$ cat config.mk
export PLATFORM = sky130hd
export DESIGN_NAME = operand_fetch
export DESIGN_NICKNAME = d
export VERILOG_FILES = /design/src/rtl/operand_fetch.sv
export SDC_FILE = /design/constraint.sdc
export NUM_CORES = 1
export LEC_CHECK = 0
export CORE_AREA = 3 3 168 170
export DETAILED_ROUTE_END_ITERATION = 7
export DIE_AREA = 0 0 171 173
export PLACE_DENSITY = 0.81
export SETUP_SLACK_MARGIN = 0.05
export SLEW_MARGIN = 0
export SYNTH_ARGS = -nofsm -noshare
export SYNTH_HDL_FRONTEND = slang
export SYNTH_SLANG_ARGS = --single-unit
$ cat constraint.sdc
create_clock -name clk -period 2.75 [get_ports clk]
set_clock_uncertainty 0.1 [all_clocks]
set_input_delay 0.55 -clock clk [delete_from_list [all_inputs] [get_ports clk]]
set_output_delay 0.55 -clock clk [all_outputs]
set_load 0.02 [all_outputs]
$ cat src/rtl/operand_fetch.sv
// ---------------------------------------------------------------------------
// operand_fetch
//
// Accepts one instruction at a time, reads its two source registers from an
// external register bank and presents the operands with the destination on a
// valid/ready output. A 32-entry pending scoreboard blocks issue of any
// instruction whose source is still waiting for a writeback. Writebacks are
// forwarded straight to the register bank's write port.
//
// Build option:
//   OPF_BYPASS_EN - when defined, an instruction whose pending source is
//                   written back in its issue cycle is accepted immediately
//                   and the writeback data replaces the bank read for it.
//
// Ports:
//   clk, rst_n              clock, asynchronous active-low reset
//   issue_valid/ready       instruction issue handshake
//   issue_rs1/rs2/rd/rd_en  source and destination registers
//   op_valid/ready          operand output handshake
//   op_a, op_b              fetched operands (64 bit)
//   op_rd, op_rd_en         destination forwarded with the operands
//   wb_valid/rd/data        writeback request (never back-pressured)
//   rf_ad_a/b, rf_data_a/b  register-bank read ports
//   rf_ad_c, rf_data_wr,
//   rf_wr_acc               register-bank write port
// ---------------------------------------------------------------------------
module operand_fetch (
    input  logic        clk,
    input  logic        rst_n,
    input  logic        issue_valid,
    output logic        issue_ready,
    input  logic [4:0]  issue_rs1,
    input  logic [4:0]  issue_rs2,
    input  logic [4:0]  issue_rd,
    input  logic        issue_rd_en,
    output logic        op_valid,
    input  logic        op_ready,
    output logic [63:0] op_a,
    output logic [63:0] op_b,
    output logic [4:0]  op_rd,
    output logic        op_rd_en,
    input  logic        wb_valid,
    input  logic [4:0]  wb_rd,
    input  logic [63:0] wb_data,
    output logic [4:0]  rf_ad_a,
    output logic [4:0]  rf_ad_b,
    output logic [4:0]  rf_ad_c,
    input  logic [63:0] rf_data_a,
    input  logic [63:0] rf_data_b,
    output logic [63:0] rf_data_wr,
    output logic        rf_wr_acc
);

    typedef enum logic [1:0] {
        IDLE,
        READ,
        HOLD
    } state_t;

    state_t      state_q, state_d;
    logic [31:0] pending_q, pending_d;
    logic [4:0]  rs1_q, rs2_q, rd_q;
    logic        rd_en_q;
    logic        issue_fire;
    logic        bypass_rs1, bypass_rs2;
    logic        hazard_rs1, hazard_rs2;
    logic [63:0] cap_a, cap_b;

    // -----------------------------------------------------------------------
    // Writeback pass-through; a write to r0 never reaches the bank.
    // -----------------------------------------------------------------------
    assign rf_ad_c    = wb_rd;
    assign rf_data_wr = wb_data;
    assign rf_wr_acc  = wb_valid && (wb_rd != 5'd0);

    // -----------------------------------------------------------------------
    // Hazard detection
    // -----------------------------------------------------------------------
`ifdef OPF_BYPASS_EN
    // A pending source being written back this very cycle is already resolved.
    assign bypass_rs1 = wb_valid && (wb_rd == issue_rs1);
    assign bypass_rs2 = wb_valid && (wb_rd == issue_rs2);
`else
    assign bypass_rs1 = 1'b0;
    assign bypass_rs2 = 1'b0;
`endif

    assign hazard_rs1  = (issue_rs1 != 5'd0) && pending_q[issue_rs1] && !bypass_rs1;
    assign hazard_rs2  = (issue_rs2 != 5'd0) && pending_q[issue_rs2] && !bypass_rs2;
    assign issue_ready = (state_q == IDLE) && !hazard_rs1 && !hazard_rs2;
    assign issue_fire  = issue_valid && issue_ready;

    assign op_valid = (state_q == HOLD);
    assign rf_ad_a  = (state_q == IDLE) ? 5'd0 : rs1_q;
    assign rf_ad_b  = (state_q == IDLE) ? 5'd0 : rs2_q;

    // -----------------------------------------------------------------------
    // FSM
    // -----------------------------------------------------------------------
    always_comb begin
        // NOTE: every always_comb output gets a default first so no path can
        // leave it unassigned and infer a latch.
        state_d = state_q;
        case (state_q)
            IDLE:    if (issue_fire) state_d = READ;
            READ:    state_d = HOLD;
            HOLD:    if (op_ready) state_d = IDLE;
            default: state_d = IDLE;
        endcase
    end

    always_ff @(posedge clk or negedge rst_n) begin
        // NOTE: sequential state uses non-blocking assignments so every
        // register samples pre-edge values regardless of statement order.
        if (!rst_n) state_q <= IDLE;
        else        state_q <= state_d;
    end

    // -----------------------------------------------------------------------
    // Pending scoreboard: clear on writeback, set on issue; set is applied
    // last so it wins on a same-register collision. r0 is never pending.
    // -----------------------------------------------------------------------
    always_comb begin
        pending_d = pending_q;
        if (wb_valid) pending_d[wb_rd] = 1'b0;
        if (issue_fire && issue_rd_en) pending_d[issue_rd] = 1'b1;
        pending_d[0] = 1'b0;
    end

    always_ff @(posedge clk or negedge rst_n) begin
        if (!rst_n) pending_q <= '0;
        else        pending_q <= pending_d;
    end

    // -----------------------------------------------------------------------
    // Instruction latch
    // -----------------------------------------------------------------------
    always_ff @(posedge clk or negedge rst_n) begin
        if (!rst_n) begin
            rs1_q   <= 5'd0;
            rs2_q   <= 5'd0;
            rd_q    <= 5'd0;
            rd_en_q <= 1'b0;
        end else if (issue_fire) begin
            rs1_q   <= issue_rs1;
            rs2_q   <= issue_rs2;
            rd_q    <= issue_rd;
            rd_en_q <= issue_rd_en;
        end
    end

`ifdef OPF_BYPASS_EN
    // Writeback data seen at issue for a pending source; used at capture so
    // the operand does not depend on when the bank write becomes visible.
    logic        ovr_a_en_q, ovr_b_en_q;
    logic [63:0] ovr_a_q, ovr_b_q;

    always_ff @(posedge clk or negedge rst_n) begin
        if (!rst_n) begin
            ovr_a_en_q <= 1'b0;
            ovr_b_en_q <= 1'b0;
            ovr_a_q    <= '0;
            ovr_b_q    <= '0;
        end else if (issue_fire) begin
            ovr_a_en_q <= bypass_rs1 && pending_q[issue_rs1];
            ovr_b_en_q <= bypass_rs2 && pending_q[issue_rs2];
            ovr_a_q    <= wb_data;
            ovr_b_q    <= wb_data;
        end
    end
`endif

    // -----------------------------------------------------------------------
    // Capture mux. A writeback during READ lands in the bank too late for the
    // read in progress, so it is forwarded here; it is younger than any
    // issue-time override and therefore takes priority. r0 always reads 0.
    // -----------------------------------------------------------------------
    always_comb begin
        cap_a = rf_data_a;
        cap_b = rf_data_b;
`ifdef OPF_BYPASS_EN
        if (ovr_a_en_q) cap_a = ovr_a_q;
        if (ovr_b_en_q) cap_b = ovr_b_q;
`endif
        if (wb_valid && (wb_rd == rs1_q)) cap_a = wb_data;
        if (wb_valid && (wb_rd == rs2_q)) cap_b = wb_data;
        if (rs1_q == 5'd0) cap_a = '0;
        if (rs2_q == 5'd0) cap_b = '0;
    end

    // Outputs load only at the end of READ, so they stay frozen through HOLD.
    always_ff @(posedge clk or negedge rst_n) begin
        if (!rst_n) begin
            op_a     <= '0;
            op_b     <= '0;
            op_rd    <= 5'd0;
            op_rd_en <= 1'b0;
        end else if (state_q == READ) begin
            op_a     <= cap_a;
            op_b     <= cap_b;
            op_rd    <= rd_q;
            op_rd_en <= rd_en_q;
        end
    end

endmodule
==> run_results.csv, run 1 <==
group,metric,value,unit
outcome,outcome,"finished with violations",
outcome,violations,"setup timing",
floorplanning,initial_utilization,35.4,%
layout,nets,1571,
logic_synthesis,netlist.area_leader.share,48.1,%
cts,h-tree-depth,4,
route,viasPerCell,5.21,
floorplanning,die_x,171,um
route,drt_wl_total,36000,um
floorplanning,io_pins,434,
worst_setup_path,crit_arrival,2.25,ns
logic_synthesis,synth_edf_count,0,
grt,grt_pass1_wl,54500,um
layout,drive_above_1_share,12.7,%
hold_path,min_from,"rd_q[1]",
sta,hold_violations,0,
worst_setup_path,worst-setup-path-type,"in2out",
logic_synthesis,avgSynthCellArea,10.2,um2
sta,rsz0062_at_grt,"yes",
layout,syn_to_final_growth,57.9,%
worst_setup_path,crit_path_max_fanout,5,
grt,grt.met3_usage,5.30,%
cts,cts.sinks,183,
grt,grtUsageMet1,29.9,%
placed_design,numPortBuffers,433,
placed_design,gp_congestion,0.918,
cts,cts-root-buf,"clkbuf_16",
grt,grt_overflow,0,
layout,stdcell_count,1707,
worst_setup_path,slowest_delay,0.49,ns
cts,clockBufferDepth,2,
grt,grt.busiest_layer,"met2",
route,dr.pass1.iters,5,
pwr,p_leak,6.15,nW
logic_synthesis,async_reset_ff_share,100,%
worst_setup_path,crit_chain,"buf_2 > buf_6 > buf_6 > mux4_2 > o211ai_1 > o311ai_2 > or2_4 > clkinv_4 > buf_6",
sta,fin_ws,-0.146,ns
placed_design,dpl.cell_count,1668,
sta,finalSetupViolCount,1,
worst_setup_path,timing.rr.start,"pending_q[25]",
worst_setup_path,endpoint_kind,"primary output",
sta,hold_slack,0.374,ns
logic_synthesis,syn_nets,1153,
logic_synthesis,synth_area_leaders,"dfrtp_1 48%, mux2i_1 15%, o21ai_0 9.1%",
logic_synthesis,synth-seq-area-share,48.1,%
worst_setup_path,critPathLaunchType,"input pin",
floorplanning,coreArea,26900,um2
sta,slew_viol_final,0,
grt,grt_usage,23.6,%
floorplanning,fp.dieH,173,um
layout,fin_util,56.0,%
floorplanning,dieArea,29600,um2
logic_synthesis,ys.flop_type,"dfrtp_1",
worst_setup_path,worst_ep_required_time,2.10,ns
logic_synthesis,synthCells,935,
worst_setup_path,crit_top_cell,"buf_6",
sta,relSlewSlack,56.1,%
sta,finalCritPeriodShare,105,%
grt,grt_max_degree,56,
pwr,ir_worst_vdd,0.534,mV
logic_synthesis,synth_cell_types,45,
grt,antenna_found_initial,0,
logic_synthesis,yosysTopAreaCell,"dfrtp_1",
sta,fin_crit,2.90,ns
run,maxCapViolations,0,
logic_synthesis,ys_ff_latch,183,
route,antenna_left,0,
sta,tightest_slew,0.658,ns
cts,clock_latency,0.43,ns
worst_setup_path,critPathLaunch,"issue_rs2[0]",
route,drt_iter0_drc,640,
worst_setup_path,cpMaxStageDelayCell,"mux4_2",
cts,path_clk_slew,0.07,ns
cts,cts_tree,"yes",
floorplanning,rows,60,
grt,grt_util_met2,40.3,%
logic_synthesis,syn-cell-area,9520,um2
placed_design,hpwl,27600,um
grt,grt_pass1_vias,9052,
cts,numCtsBuffers,17,
route,routedWlPerCell,21.1,um
logic_synthesis,yosys_warnings,0,
sta,max_freq,0.345,GHz
route,vias,8895,
pwr,power_density,939,nW/um2
hold_path,hold_class,"reg2reg",
route,drcViolationCount,0,
layer usage:
| layer | up-vias | share of wire [%] |
|---|---|---|
| li1 | 4044 | - |
| met4 | 0 | 2.4 |
| met5 | - | 0 |
| met3 | 60 | 7.2 |
| met2 | 382 | 50 |
| met1 | 4409 | 40 |
synthesized netlist by cell type, types with 7 or more instances:
cell      count
dfrtp_1     183
o21ai_0     173
nand2_1     160
mux2i_1     139
buf_4        71
clkbuf_1     44
nor2b_1      15
buf_2        14
nor2_1       13
mux2_2       12
nand3_1      10
mux4_2        9
mux2_1        8
o41ai_1       8
xor2_1        8
o31ai_1       7
flip-flops by register name (all words and copies together), names as in the netlist:
name	cells
rd_en_q	1
op_rd	5
rd_q	5
op_rd_en	1
pending_q	31
rs2_q	5
op_a	64
rs1_q	5
state_q	2
op_b	64
critical path, delay by kind of cell:
family,cells,cell delay (ns)
and+or+nand+nor,1,0.31
buffers and inverters,5,0.48
muxes,1,0.49
AOI/OAI and AO/OA,2,0.41
area by class of cell:
cell class | count | area [um2]
diodes | 1 | 2.50
flip-flops and latches | 183 | 4580
inverters | 6 | 27.5
repair buffers | 532 | 5250
fillers | 2312 | 11800
clock buffers | 18 | 429
clock inverters | 13 | 158
multi-input cells | 613 | 4170
well taps | 341 | 427
cells by family (layout without fill, tap and decap cells):
family                 after synthesis  after routing  synth area share [%]
flip-flops                         183            183                  48.1
XOR/XNOR                            10             10                 0.920
AO/OA/AOI/OAI                      202            202                  11.9
multiplexers                       169            169                  19.4
other                                0              1                     0
AND/OR/NAND/NOR                    232            232                  11.0
buffers and inverters              139            569                  8.78
path summary, 6_finish.rpt:
kind	to	slack, ns	cells past startpoint
worst min register to register	op_rd[1]	0.37	2
worst max-delay path	issue_ready	-0.15	9
max in group asynchronous	op_b[26]	1.24	3
worst min-delay path	op_rd[1]	0.37	2
worst max register to register	rs2_q[3]	0.11	10
min in group asynchronous	op_a[59]	0.55	2
where the power goes:
| part | internal [mW] | leakage (nW) | switching [mW] |
|---|---|---|---|
| Sequential | 3.87 | 2.29 | 0.726 |
| Combinational | 3.27 | 3.57 | 3.77 |
| Clock | 1.30 | 0.287 | 1.19 |
| Total | 8.44 | 6.15 | 5.69 |
cells in the final DEF (no fill, tap or decap), types with 2 or more instances in the layout:
cell	Yosys	final
clkinv_4	0	5
mux2_2	12	11
clkbuf_2	0	2
dlygate4sd2_1	0	3
nor2_1	13	13
o21ai_4	0	2
buf_4	71	81
mux4_2	9	10
o21ai_0	173	173
dfrtp_1	183	183
inv_8	0	3
or4_1	2	2
mux2i_1	139	139
clkdlybuf4s50_1	0	423
clkinv_8	0	2
nand2b_1	4	3
nand2_1	160	160
mux2_1	8	8
and3_4	0	2
nor2b_1	15	15
xnor2_1	2	2
buf_12	0	12
or3_1	5	4
xor2_1	8	8
inv_6	0	3
buf_6	4	5
o41ai_2	3	3
nand3b_1	6	6
nand4_1	6	6
inv_1	6	5
o31ai_1	7	7
buf_2	14	3
nand3_1	10	10
o41ai_1	8	8
clkbuf_16	0	17
through the flow:
step	total power, mW	instance area, um2	TNS [ns]	setup WS (ns)
2_1_floorplan	7.94	9540	-0.0366	-0.0366
3_3_place_gp	11.4	14300	-44.01	-1.09
3_5_place_dp	11.6	14300	-50.34	-1.12
4_1_cts	14.2	15000	-0.164	-0.164
5_1_grt	14.9	15000	-0.219	-0.219
6_report	14.1	15000	-0.146	-0.146
timing repair:
action / 4_1_cts / 5_1_grt
pin swaps: 4 / 3
hold buffers: 1 / 0
endpoints found under the setup margin: 50 / 27
resized for setup: 28 / 9
gates cloned: 1 / 0
hold endpoints to repair: 17 / 0
buffers inserted: 4 / 1
Note: power is estimated with default switching activity, not from simulation.
==> run 2: changes to the inputs <==
Settings changed: RECOVER_POWER set to 25.
==> run_results.csv, run 2 (synthesis gave the netlist of run 1 again) <==
group,metric,value,unit
pwr,p_leak,6.14,nW
hold_path,hold_class,"reg2reg",
worst_setup_path,r2r_end,"rs2_q[3]",
floorplanning,dieArea,29600,um2
worst_setup_path,crit_path_max_fanout,5,
floorplanning,rows,60,
grt,grt_usage,23.6,%
floorplanning,io_pins,434,
cts,cts-root-buf,"clkbuf_16",
worst_setup_path,crit_chain,"buf_2 > buf_6 > buf_6 > mux4_2 > o211ai_1 > o311ai_2 > or2_4 > clkinv_4 > buf_6",
worst_setup_path,endpoint_kind,"primary output",
worst_setup_path,reg2reg_slack,0.12,ns
floorplanning,die_x,171,um
outcome,outcome,"finished with violations",
layout,multi_input_area,4170,um2
worst_setup_path,worst-setup-path-type,"in2out",
hold_path,holdPathStages,2,
cts,numCtsBuffers,17,
layout,fin_util,55.8,%
worst_setup_path,crit_arrival,2.25,ns
grt,grt_pass1_wl,54500,um
worst_setup_path,cpMaxStageDelayCell,"mux4_2",
sta,fin_ws,-0.146,ns
sta,finalSetupViolCount,1,
route,antenna_left,0,
placed_design,hpwl,27600,um
floorplanning,initial_utilization,35.4,%
layout,syn_to_final_growth,57.6,%
sta,finalCritPeriodShare,105,%
sta,slew_viol_final,0,
placed_design,gp_congestion,0.918,
sta,tightest_slew,1.42,ns
worst_setup_path,worst_ep_required_time,2.10,ns
route,viasPerCell,5.22,
floorplanning,fp.dieH,173,um
cts,h-tree-depth,4,
layout,ff_latch_area,4580,um2
route,routedWlPerCell,21.1,um
grt,grt_overflow,0,
layout,layout_commonest_cell,"clkdlybuf4s50_1",
cts,cts_tree,"yes",
worst_setup_path,crit_top_cell,"buf_6",
layout,most-common-layout-cells,"423 x clkdlybuf4s50_1, 183 x dfrtp_1, 173 x o21ai_0",
route,drt_iter0_drc,627,
cts,path_clk_slew,0.07,ns
layout,nets,1571,
layout,drive_above_1_share,12.7,%
pwr,ir_worst_vdd,0.534,mV
floorplanning,coreArea,26900,um2
hold_path,min_from,"rd_q[1]",
layout,nFillCells,2313,
sta,fin_crit,2.90,ns
route,dr.pass1.iters,5,
cts,clock_latency,0.43,ns
placed_design,numPortBuffers,433,
worst_setup_path,critPathLaunchType,"input pin",
grt,antenna_found_initial,0,
sta,max_freq,0.345,GHz
layout,reg_top3,"op_a (64), op_b (64), pending_q (31)",
sta,rsz0062_at_grt,"yes",
run,maxCapViolations,0,
cts,cts.sinks,183,
sta,relSlewSlack,5.17,%
worst_setup_path,rr_worst_depth,10,
layout,finalInstanceArea,15000,um2
worst_setup_path,timing.rr.start,"pending_q[25]",
pwr,power_density,941,nW/um2
outcome,violations,"setup timing",
route,vias,8910,
route,drcViolationCount,0,
grt,grt_pass1_vias,9052,
worst_setup_path,slowest_delay,0.49,ns
sta,hold_violations,0,
hold_path,worstHoldEndpoint,"op_rd[1]",
cts,clockBufferDepth,2,
route,drt_wl_total,36100,um
placed_design,post_dp_cell_area,14300,um2
grt,grt_max_degree,56,
## run 2: changes by cell type in the layout (fill, tap and decap cells not counted), sizes merged
cell    change
buf         -2
clkbuf      +2
## run 2: repair_timing
item	in CTS	in global routing
hold buffers	1	0
cloned	1	0
pin swaps	4	3
buffers inserted	4	1
endpoints found under the setup margin	50	27
resized for setup	28	9
hold endpoints to repair	17	0
## run 2: worst max path at each step
stage,startpoint,end,cells after the start
finish,issue_rs2[0],issue_ready,9
floorplan,issue_rs1[0],issue_ready,9
global route,pending_q[19],issue_ready,7
detailed placement,issue_rs1[0],issue_ready,8
CTS,pending_q[18],issue_ready,7
global placement,issue_rs1[0],issue_ready,8
## run 2: final cells by class
type	count	area share [%]
clock inverters	13	1.05
clock buffers	18	2.86
inverters	6	0.183
diodes	1	0.0167
flip-flops and latches	183	30.5
multi-input cells	613	27.8
repair buffers	532	34.8
well taps	341	2.84
## run 2: critical path, delay by kind of cell
kind            cells  cell delay (ns)
compound gates      2             0.41
mux                 1             0.49
buf+inv             5             0.48
simple gates        1             0.31
## run 2: per-layer routing
metal  GRT usage [%]  vias to the layer above  share of wire (%)  routed length, um
met5               0                        -                  0                  0
met4            6.77                        0                2.4                870
met3            5.30                       60                7.4               2660
met2            40.3                      401                 50              18000
met1            29.9                     4406                 40              14500
li1                -                     4043                  -                  -
## run 2: power breakdown
part	switching, mW	leakage (nW)	internal (mW)
Clock	1.19	0.287	1.30
Combinational	3.77	3.56	3.27
Sequential	0.727	2.29	3.87
## run 2: per-stage QoR
step / setup WS (ns) / setup TNS, ns / std cells / power [mW] / hold WS [ns]
after floorplan: -0.0366 / -0.0366 / 935 / 7.94 / 0.154
after global placement: -1.09 / -44.01 / 1668 / 11.4 / 0.356
after detailed placement: -1.12 / -50.34 / 1668 / 11.6 / 0.363
after CTS: -0.164 / -0.164 / 1705 / 14.2 / 0.374
after global routing: -0.219 / -0.219 / 1706 / 14.9 / 0.398
final: -0.146 / -0.146 / 1707 / 14.1 / 0.374
